**config.mk**
```make
export PLATFORM = sky130hd
export DESIGN_NAME = score_keeper
export DESIGN_NICKNAME = d
export VERILOG_FILES = /design/src/rtl/score_keeper.sv
export SDC_FILE = /design/constraint.sdc
export NUM_CORES = 1
export LEC_CHECK = 0
export CORE_ASPECT_RATIO = 2
export CORE_UTILIZATION = 35
export DETAILED_ROUTE_END_ITERATION = 7
export PLACE_DENSITY = 0.56
export SLEW_MARGIN = 20
export SYNTH_ARGS = -nofsm -noshare
export SYNTH_HDL_FRONTEND = slang
export SYNTH_SLANG_ARGS = --single-unit
export TNS_END_PERCENT = 50
```
**constraint.sdc**
```tcl
create_clock -name clk_50 -period 6.95 [get_ports clk_50]
set_clock_uncertainty 0.2 [all_clocks]
set_input_delay 1.7375 -clock clk_50 [delete_from_list [all_inputs] [get_ports clk_50]]
set_output_delay 1.7375 -clock clk_50 [all_outputs]
set_load 0.03 [all_outputs]
```
**src/rtl/score_keeper.sv**
```systemverilog
// score_keeper: BASPONG match state. Edge-qualified point requests feed per-player binary and
// BCD scores, with a serve lockout after each point, win detection and a game-over state.
module score_keeper #(
    parameter int unsigned NUM_PLAYERS = 2,
    parameter int unsigned DIGITS      = 2,
    parameter int unsigned WIN_SCORE   = 11,
    parameter int unsigned WIN_BY      = 1,
    parameter int unsigned HOLD_CYCLES = 50_000_000
) (
    input  logic                            clk_50,
    input  logic                            reset,
    input  logic [NUM_PLAYERS-1:0]          score_req,
    input  logic                            new_game,
    output logic [NUM_PLAYERS*DIGITS*4-1:0] bcd,
    output logic                            serve_enable,
    output logic                            point_strobe,
    output logic [1:0]                      last_scorer,
    output logic                            game_over,
    output logic [NUM_PLAYERS-1:0]          winner
);

    localparam int unsigned SCORE_RANGE = 10 ** DIGITS;
    localparam int unsigned BIN_W       = $clog2(SCORE_RANGE);
    localparam int unsigned MAX_SCORE   = SCORE_RANGE - 1;
    localparam int unsigned HOLD_W      = (HOLD_CYCLES > 1) ? $clog2(HOLD_CYCLES) : 1;

    localparam logic [HOLD_W-1:0] HOLD_LOAD = HOLD_W'(HOLD_CYCLES - 1);
    localparam logic [BIN_W-1:0]  BIN_MAX   = BIN_W'(MAX_SCORE);

    typedef enum logic [1:0] {
        ST_PLAY,
        ST_HOLD,
        ST_OVER
    } state_t;

    state_t                                  state_q, state_d;
    logic [NUM_PLAYERS-1:0]                  req_q, req_d;
    logic [NUM_PLAYERS-1:0][BIN_W-1:0]       bin_q, bin_d;
    logic [NUM_PLAYERS-1:0][DIGITS-1:0][3:0] bcd_q, bcd_d;
    logic [HOLD_W-1:0]                       hold_cnt_q, hold_cnt_d;
    logic                                    serve_enable_q, serve_enable_d;
    logic                                    point_strobe_q, point_strobe_d;
    logic [1:0]                              last_scorer_q, last_scorer_d;
    logic                                    game_over_q, game_over_d;
    logic [NUM_PLAYERS-1:0]                  winner_q, winner_d;

    logic [NUM_PLAYERS-1:0]                  rise_c;
    logic [NUM_PLAYERS-1:0]                  pick_c;
    logic [1:0]                              pick_idx_c;
    logic [NUM_PLAYERS-1:0][BIN_W-1:0]       nxt_bin_c;
    logic [NUM_PLAYERS-1:0][DIGITS-1:0][3:0] nxt_bcd_c;
    logic [NUM_PLAYERS-1:0]                  win_c;

    // Rising-edge detect and lowest-index arbitration (x & -x isolates the lowest set bit).
    always_comb begin
        req_d      = score_req;
        rise_c     = score_req & ~req_q;
        pick_c     = rise_c & (~rise_c + NUM_PLAYERS'(1));
        pick_idx_c = '0;
        for (int unsigned p = 0; p < NUM_PLAYERS; p++) begin
            if (pick_c[p]) begin
                pick_idx_c = 2'(p);
            end
        end
    end

    // Candidate post-point score for every player; saturates at all-nines.
    always_comb begin
        logic carry;
        carry     = 1'b0;
        nxt_bin_c = bin_q;
        nxt_bcd_c = bcd_q;
        for (int unsigned p = 0; p < NUM_PLAYERS; p++) begin
            carry = 1'b1;
            if (bin_q[p] != BIN_MAX) begin
                nxt_bin_c[p] = bin_q[p] + BIN_W'(1);
                for (int unsigned d = 0; d < DIGITS; d++) begin
                    if (carry) begin
                        if (bcd_q[p][d] == 4'd9) begin
                            nxt_bcd_c[p][d] = 4'd0;
                        end else begin
                            nxt_bcd_c[p][d] = bcd_q[p][d] + 4'd1;
                            carry           = 1'b0;
                        end
                    end
                end
            end
        end
    end

    // Win test on the candidate score against every other player's current score.
    always_comb begin
        win_c = '0;
        for (int unsigned p = 0; p < NUM_PLAYERS; p++) begin
            win_c[p] = (32'(nxt_bin_c[p]) >= WIN_SCORE);
            for (int unsigned q = 0; q < NUM_PLAYERS; q++) begin
                if ((q != p) && (32'(nxt_bin_c[p]) < (32'(bin_q[q]) + WIN_BY))) begin
                    win_c[p] = 1'b0;
                end
            end
        end
    end

    // Match FSM next-state and registered-output logic.
    always_comb begin
        state_d        = state_q;
        hold_cnt_d     = hold_cnt_q;
        bin_d          = bin_q;
        bcd_d          = bcd_q;
        winner_d       = winner_q;
        last_scorer_d  = last_scorer_q;
        point_strobe_d = 1'b0;

        case (state_q)
            ST_PLAY: begin
                if (|rise_c) begin
                    point_strobe_d = 1'b1;
                    last_scorer_d  = pick_idx_c;
                    for (int unsigned p = 0; p < NUM_PLAYERS; p++) begin
                        if (pick_c[p]) begin
                            bin_d[p] = nxt_bin_c[p];
                            bcd_d[p] = nxt_bcd_c[p];
                        end
                    end
                    if (|(pick_c & win_c)) begin
                        state_d  = ST_OVER;
                        winner_d = pick_c;
                    end else begin
                        state_d    = ST_HOLD;
                        hold_cnt_d = HOLD_LOAD;
                    end
                end
            end
            ST_HOLD: begin
                if (hold_cnt_q == '0) begin
                    state_d = ST_PLAY;
                end else begin
                    hold_cnt_d = hold_cnt_q - HOLD_W'(1);
                end
            end
            ST_OVER: begin
                state_d = ST_OVER;
            end
            default: begin
                state_d = ST_PLAY;
            end
        endcase

        // A restart overrides everything, including a same-cycle point.
        if (new_game) begin
            state_d        = ST_PLAY;
            hold_cnt_d     = '0;
            bin_d          = '0;
            bcd_d          = '0;
            winner_d       = '0;
            last_scorer_d  = last_scorer_q;
            point_strobe_d = 1'b0;
        end

        serve_enable_d = (state_d == ST_PLAY);
        game_over_d    = (state_d == ST_OVER);
    end

    always_ff @(posedge clk_50 or posedge reset) begin
        if (reset) begin
            state_q        <= ST_PLAY;
            req_q          <= '1;
            bin_q          <= '0;
            bcd_q          <= '0;
            hold_cnt_q     <= '0;
            serve_enable_q <= 1'b1;
            point_strobe_q <= 1'b0;
            last_scorer_q  <= '0;
            game_over_q    <= 1'b0;
            winner_q       <= '0;
        end else begin
            state_q        <= state_d;
            req_q          <= req_d;
            bin_q          <= bin_d;
            bcd_q          <= bcd_d;
            hold_cnt_q     <= hold_cnt_d;
            serve_enable_q <= serve_enable_d;
            point_strobe_q <= point_strobe_d;
            last_scorer_q  <= last_scorer_d;
            game_over_q    <= game_over_d;
            winner_q       <= winner_d;
        end
    end

    assign bcd          = bcd_q;
    assign serve_enable = serve_enable_q;
    assign point_strobe = point_strobe_q;
    assign last_scorer  = last_scorer_q;
    assign game_over    = game_over_q;
    assign winner       = winner_q;

endmodule

```
After elaboration in Yosys (flattened, before gate mapping):

Cells that the tools add are included.

* register bits: 67
* logic and storage cells: 114
* input port bits: 5
* output and inout port bits: 23

* reduce and logical (&&, ||, !) cells: 24
* multiplexer cells: 44
* $add $sub $neg: 10
* equality and inequality tests: 12
* bitwise gates (word level): 6
* magnitude comparators: 4

Operators by type and width (number)
* $mux 26: 4
* $pmux 26 s2: 1
* $mux 16: 3
* $mux 14: 3
* $lt 7x32->1: 1
* $mux 8: 4
* $mux 7: 4
* $logic_not 26->1: 1
* $sub 26x1->26 const B: 1
* $mux 4: 6
* $reduce_bool 2->1: 9
* $add 4x1->4 const B: 4
* $add 7x1->8 const B: 2
* $eq 4x4->1 const B: 4
* $mux 2: 8
* $add 7x1->7 const B: 2
* $ge 7x4->1 const B: 2
* $ne 7x7->1 const B: 2
* $reduce_and 3->1: 4
* $reduce_and 4->1: 3
* $mux 1: 10
* $reduce_and 5->1: 2
* $ne 3x3->1 const B: 3
* $lt 7x8->1: 1
* 10 further kinds: 16

Depth between registers and ports, before layout:

Gate-level depths: netlist of run 1.

* depth in word-level cells: 12
* mapped depth: 14

Worst setup path after synthesis of run 1:

Ideal clock, no wire load.

* path kind: register -> register
* start point: register bin_q[3] (netlist bit)
* end point: register hold_cnt_q[1]
* setup slack: 3.625 ns
* path buffers: 2
* stages on the path, launching flop included: 13
* setup time: 0.104 ns
* arrival time: 3.021 ns
* path through: dfrtp_1 > clkbuf_1 > nand4bb_1 > or2_2 > mux2_2 > ha_1 > and3_1 > a311oi_1 > nor4bb_1 > o211ai_1 > o211ai_2 > buf_2 > a221oi_1

* cells in the longest elaborated chain, start to end: 8
* elaborated cells on any way between the ends: 13
* classes of those cells: add/sub: 2; order compare: 3; eq/ne: 2; mux: 3; bitwise: 1; reduce/logical: 2

Ends and longest elaborated chain
* start, declared: line 38 `logic [NUM_PLAYERS-1:0][BIN_W-1:0] bin_q, bin_d;`
* start signal, assigned: line 179 `bin_q <= bin_d;`
* $add 7x1->7 or $ne 7x7->1 (tied branches): line 76, 75
* $mux 7: line 75 `if (bin_q[p] != BIN_MAX) begin`
* $lt 7x32->1 or $ge 7x4->1 (tied branches): line 97, 95
* $mux 1: line 97 `if ((q != p) && (32'(nxt_bin_c[p]) < (32'(bin_q[q]) + WIN_BY))) begin`
* $and 2x2->2 (*): line 125 `if (|(pick_c & win_c)) begin`
* $reduce_or 2->1 (*): line 125
* $ne 3x3->1 (no source line) (*)
* $reduce_and 4->1 (no source line) (*)
* end signal, assigned: line 181 `hold_cnt_q <= hold_cnt_d;`
* end, declared: line 40 `logic [HOLD_W-1:0] hold_cnt_q, hold_cnt_d;`

Mark *: on every way between the ends. The rest lies on a longest branch, timed or not.
A chain may end at the register's enable or synchronous reset.

Worst setup path after layout of run 1:

* start point: register bin_q[0] (netlist bit)
* end point: register hold_cnt_q[5]

The elaborated chain is that of the path after synthesis.

==> results of run 1 <==
-- layer usage --
| layer | global-route usage | vias up | wire length (um) |
|---|---|---|---|
| met3 | 0.03125 | 24 | 257 |
| met1 | 0.2039 | 1891 | 4327 |
| met2 | 0.3453 | 54 | 6434 |
| met4 | 0.1055 | 0 | 449 |
| met5 | 0 | - | 0 |
| li1 | - | 1878 | - |
-- power breakdown --
part,switching (W),internal (W),leakage [nW],total (W)
Clock,0.000173,0.000269,0.141,0.000443
Combinational,0.000134,0.0000790,1.07,0.000213
Sequential,0.0000406,0.000414,0.879,0.000455
Total,0.000348,0.000762,2.09,0.00111
-- synth_stat cells, types with 4 or more instances --
library cell	number	share of area
xor2_1	4	0.0080
o21ai_1	4	0.0046
or3_1	12	0.017
and2_1	7	0.010
ha_1	21	0.060
xnor2_1	15	0.030
dfrtp_1	63	0.36
inv_1	30	0.026
mux2_2	4	0.010
a31oi_1	8	0.011
o21a_1	7	0.012
a21oi_1	29	0.033
o31ai_1	4	0.0068
nor3_1	20	0.023
nand2_1	46	0.039
nand3_1	23	0.026
nor4_1	5	0.0071
nand2b_1	6	0.0086
nor2b_1	9	0.013
o211ai_1	8	0.014
and3_1	10	0.014
clkbuf_1	21	0.018
o21ai_0	37	0.042
nor2_1	52	0.044
-- flip-flops by register name (all words and copies together), names as in the netlist --
| signal | flops |
|---|---|
| bcd | 16 |
| bin_q | 14 |
| game_over | 1 |
| hold_cnt_q | 26 |
| last_scorer | 1 |
| point_strobe | 1 |
| req_q | 2 |
| serve_enable | 1 |
| state_q | 2 |
| winner | 2 |
-- cell families after synthesis --
logic type                 Yosys count  share of synthesized area
xor gates and xnor gates            19                    0.03790
other                                1                  0.0008541
and+or+nand+nor                    211                     0.2485
AOI/OAI and AO/OA                  136                     0.2063
adders and majority gates           21                    0.05985
DFF                                 66                     0.3770
buffers and inverters               58                    0.05472
muxes                                6                    0.01482
-- stage by stage --
stage / cells / hold slack (ns) / worst slack (ns) / area, um2 / utilization
3_3_place_gp: 665 / 0.2992 / 2.728 / 4717 / 0.3868
5_1_grt: 681 / 0.3532 / 2.512 / 5017 / 0.4114
3_5_place_dp: 665 / 0.3062 / 2.629 / 4717 / 0.3868
4_1_cts: 681 / 0.3173 / 2.820 / 5009 / 0.4107
6_report: 681 / 0.3178 / 2.839 / 5017 / 0.4114
2_1_floorplan: 518 / 0.2694 / 3.363 / 4390 / -
-- final cells by class --
class / count / area [um2]
Tap cell: 147 / 183.9
Timing Repair Buffer: 28 / 270.3
Sequential cell: 66 / 1655
Fill cell: 1228 / 7178
Clock buffer: 12 / 266.5
Clock inverter: 4 / 25.02
Multi-Input combinational cell: 394 / 2504
Inverter: 30 / 112.6
-- how the worst max path moves through the flow --
stage,start,end,cells past startpoint
after floorplan,reset,bcd[0],1
after CTS,bin_q[0],hold_cnt_q[5],11
after detailed placement,score_req[1],hold_cnt_q[5],7
final,bin_q[0],hold_cnt_q[5],11
after global placement,score_req[1],hold_cnt_q[5],7
after global routing,bin_q[0],hold_cnt_q[5],12
==> out/summary.txt, run 1 <==
FP Rows - 57
Clock transition at path regs - 0.06 ns
DR DRC count - 0
Peak Freq - 0.2433 GHz
ant diodes - 0
worst r2r src - bin_q[0]
vias in the first global route - 3838
Synth warnings - 0
first-pass GRT wire length - 18910 um
commonest non-fill, non-tap cell in the layout - dfrtp_1
post-CTS setup repair buffer count - 0
kind of end point of the critical path - register
H-tree depth - 3
crit path cell chain - ha_1 > nand2b_1 > or2_2 > mux2_2 > ha_1 > and3_1 > a311oi_1 > nor4bb_1 > o211ai_1 > o211ai_2 > a2111oi_0
Die W - 81.20 um
ys async rst share - 1.000
Avg WL per Cell - 16.84 um
number of unique standard cell types used by synthesis - 70
detailed placer's ending HPWL - 8246 um
actual slew at the worst max-slew pin - 0.8709 ns
final antenna-violating net count - 0
Hold Violations, Final - 0
TritonCTS clock tree - built
Syn Area/Cell - 8.476 um2
DRT iter0 DRCs - 222
drt pass-1 iters - 4
FF-to-FF End - hold_cnt_q[5]
worst hold stages - 1
full die area - 13020 um2
Initial Utilization - 0.3600
TritonCTS Buffers - 9
R2R setup slack - 2.84 ns
clock root buffer master - clkbuf_16
EDFF count, synth - 0
post-synthesis instance area - 4390 um2
final setup violation count - 0
Final GP Congestion - 0.8732
I/O Buffers - 26
Worst R2R Path Depth - 11
syn_nets - 544
crit path launch type - register
Required @ worst endpoint - 6.94 ns
post-synthesis sequential area ratio - 0.3770
drt total wl - 11470 um
Cell Pwr Density - 221.3 nW/um2
fin crit share - 0.5915
Maximum Capacitance Violations - 0
nets - 555
post-detailed-route via-to-cell ratio - 5.649
endpoint of the worst hold path - bcd[15]
via total after detailed routing - 3847
Power, Total - 0.001110 W
# hold bufs at CTS - 0
Max Root-Sink Buffers - 2
worst hold path type - register to register
CP Class - register to register
area grow syn2layout - 14.28%
Crit Path Max Fanout - 14
Ports - 28
Die Y - 160.4 um
worst path arrival time - 4.10 ns
clock latency on the worst-skew pair - 0.33 ns
Slew Limit Fails - 0
critical path's top delay family - compound AO/OA/AOI/OAI gates
P_leak - 2.094 nW
Sink Count - 66
status - finished, final reports clean
Synth Instances - 518
total core area - 12200 um2
Slowest cell on crit path - a2111oi_0
register bit total from synthesis - 66
share of cells above drive strength 1 - 0.07865
most frequent cells in the layout - dfrtp_1 (63), nor2_1 (52), nand2_1 (46)
ys flop type - dfrtp_1
initial antenna violation count - 0
post-layout minimum cycle time - 4.111 ns
maximum VDD drop - 0.0001150 V
WP buf/inv - 0
GRT Total Usage - 0.1918
relative slew slack - 0.4194
post-cts sizing count - 0
unrepaired setup endpoints after global routing - false
setup TNS after final layout - 0 ns
most used cell, CP - ha_1
GR Overflow Total - 0
Hold Startpoint - bcd[15]
Max stage delay on crit path - 0.57 ns
pin count of the biggest net entering global routing - 67
No activity file was read; power rests on OpenSTA's default activity.
==> run 2: changes to the inputs <==
--- a/config.mk
+++ b/config.mk
@@ -8,7 +8,7 @@
 export CORE_ASPECT_RATIO = 2
 export CORE_UTILIZATION = 35
 export DETAILED_ROUTE_END_ITERATION = 7
-export PLACE_DENSITY = 0.56
+export PLACE_DENSITY = 0.58
 export SLEW_MARGIN = 20
 export SYNTH_ARGS = -nofsm -noshare
 export SYNTH_HDL_FRONTEND = slang
==> constraint.sdc (replaced) <==
create_clock -name clk_50 -period 3.4 [get_ports clk_50]
set_clock_uncertainty 0.2 [all_clocks]
set_input_delay 0.85 -clock clk_50 [delete_from_list [all_inputs] [get_ports clk_50]]
set_output_delay 0.85 -clock clk_50 [all_outputs]
set_load 0.03 [all_outputs]
==> out/summary.txt, run 2 (synthesis gave the netlist of run 1 again) <==
status - finished, final reports clean
crit path launch type - register
DRT iter0 DRCs - 182
DR DRC count - 0
Clock Power Share - 0.423
kind of end point of the critical path - register
final core utilization - 0.4472
Avg WL per Cell - 16.64 um
Final GP Congestion - 0.8930
Initial Utilization - 0.3600
endpoint of the worst hold path - hold_cnt_q[15]
GRT Total Usage - 0.2011
initial antenna violation count - 0
full die area - 13020 um2
clock root buffer master - clkbuf_16
Clock transition at path regs - 0.06 ns
Sink Count - 66
post-CTS setup repair buffer count - 0
detailed placer's ending HPWL - 9034 um
power share of the combinational group - 0.205
footprint of the multi-input gates - 2586 um2
actual slew at the worst max-slew pin - 0.5984 ns
drt total wl - 11950 um
Die Y - 160.4 um
drt pass-1 iters - 4
Reg area - 1655 um2
Crit Path Max Fanout - 12
maximum VDD drop - 0.0002555 V
Net Sw Power - 0.0007064 W
Switching Share - 0.2869
nets - 592
setup TNS after final layout - 0 ns
FF-to-FF End - hold_cnt_q[4]
Peak Freq - 0.3024 GHz
Maximum Capacitance Violations - 0
Filler cells - 1198
final setup violation count - 0
share of cells above drive strength 1 - 0.1506
Int Pwr - 0.001756 W
Ports - 28
ant diodes - 0
Required @ worst endpoint - 3.41 ns
worst setup margin - 0.09261 ns
worst hold stages - 1
I/O Buffers - 26
Cell Pwr Density - 451.5 nW/um2
most frequent cells in the layout - dfrtp_1 (63), nor2_1 (52), nand2_1 (46)
max FFs per register - 26
area grow syn2layout - 24.22%
worst hold path type - register to register
CP Class - register to register
P_leak - 2.333 nW
TritonCTS clock tree - built
part of the power in registers - 0.373
total core area - 12200 um2
fin cells - 718
TritonCTS Buffers - 9
via total after detailed routing - 3995
commonest non-fill, non-tap cell in the layout - dfrtp_1
Hold Violations, Final - 0
worst r2r src - bin_q[1]
Final Instance Area - 5454 um2
Worst R2R Path Depth - 14
largest register by flop count - hold_cnt_q
post-detailed-route via-to-cell ratio - 5.564
area post-placement - 5020 um2
pin count of the biggest net entering global routing - 67
R2R setup slack - 0.09 ns
Die W - 81.20 um
Slew Limit Fails - 0
H-tree depth - 3
worst path arrival time - 3.32 ns
Max Root-Sink Buffers - 2
clock latency on the worst-skew pair - 0.33 ns
FP Rows - 57
relative slew slack - 0.5958
GR Overflow Total - 0
Hold Startpoint - hold_cnt_q[15]
vias in the first global route - 3998
Placed Instances - 702
post-layout minimum cycle time - 3.307 ns
fin crit share - 0.9728
first-pass GRT wire length - 19910 um
Setup WS pre-CTS - -0.01597 ns
final antenna-violating net count - 0
## run 2: critical path, stage by stage (launching register included)
cell and delay, ns:
dfrtp_1 0.39, ha_4 0.19, nand2b_4 0.06, or2_4 0.25, mux2_4 0.33, ha_4 0.27
nand4_1 0.09, o21ai_1 0.11, a311oi_2 0.07, nor4bb_1 0.36, o211ai_1 0.18, buf_4 0.18
o211a_2 0.12, buf_12 0.15, o2111a_1 0.23
## run 2: metal layers
layer  GRT usage  up-vias  routed length [um]
met4      0.1112        0                 505
met3     0.03693       30                 310
li1            -     1957                   -
met5           0        -                   0
met1      0.1972     1948                4185
met2      0.3762       60                6945
## run 2: power by group through the flow
stage          logic [W]  registers (W)  clock network, W
4_1_cts         0.000497       0.000917           0.00107
5_1_grt         0.000559       0.000931           0.00110
6_report        0.000504       0.000917           0.00104
2_1_floorplan   0.000297       0.000946                 0
3_5_place_dp    0.000492       0.000930                 0
3_3_place_gp    0.000480       0.000928                 0
## run 2: how the worst max path moves through the flow
stage / from / endpoint / slack, ns / cells after the start
3_5_place_dp: bin_q[0] / hold_cnt_q[15] / -0.02 / 12
3_3_place_gp: bin_q[0] / hold_cnt_q[24] / 0.06 / 12
5_1_grt: bin_q[7] / hold_cnt_q[23] / -0.03 / 13
4_1_cts: bin_q[0] / hold_cnt_q[15] / 0.009 / 12
2_1_floorplan: bin_q[3] / hold_cnt_q[1] / 0.08 / 12
6_report: bin_q[1] / hold_cnt_q[4] / 0.09 / 14
## run 2: metrics by stage
step / hold WS (ns) / power (W)
2_1_floorplan: 0.2694 / 0.001244
5_1_grt: 0.3495 / 0.002588
6_report: 0.3242 / 0.002462
4_1_cts: 0.3244 / 0.002482
3_3_place_gp: 0.2999 / 0.001408
3_5_place_dp: 0.3167 / 0.001423
## run 2: repair_timing
| action | in CTS | in global routing |
|---|---|---|
| hold buffers | 0 | 0 |
| pin swaps | 2 | 4 |
| setup endpoints to repair | 2 | 18 |
| gates resized for setup | 2 | 14 |
## run 2: cell type report
| type | count | area share |
|---|---|---|
| multi-input cells | 394 | 0.4742 |
| flip-flops and latches | 66 | 0.3035 |
| repair buffers | 65 | 0.1058 |
| clock buffers | 12 | 0.04886 |
| well taps | 147 | 0.03372 |
| inverters | 30 | 0.02065 |
| clock inverters | 4 | 0.01331 |
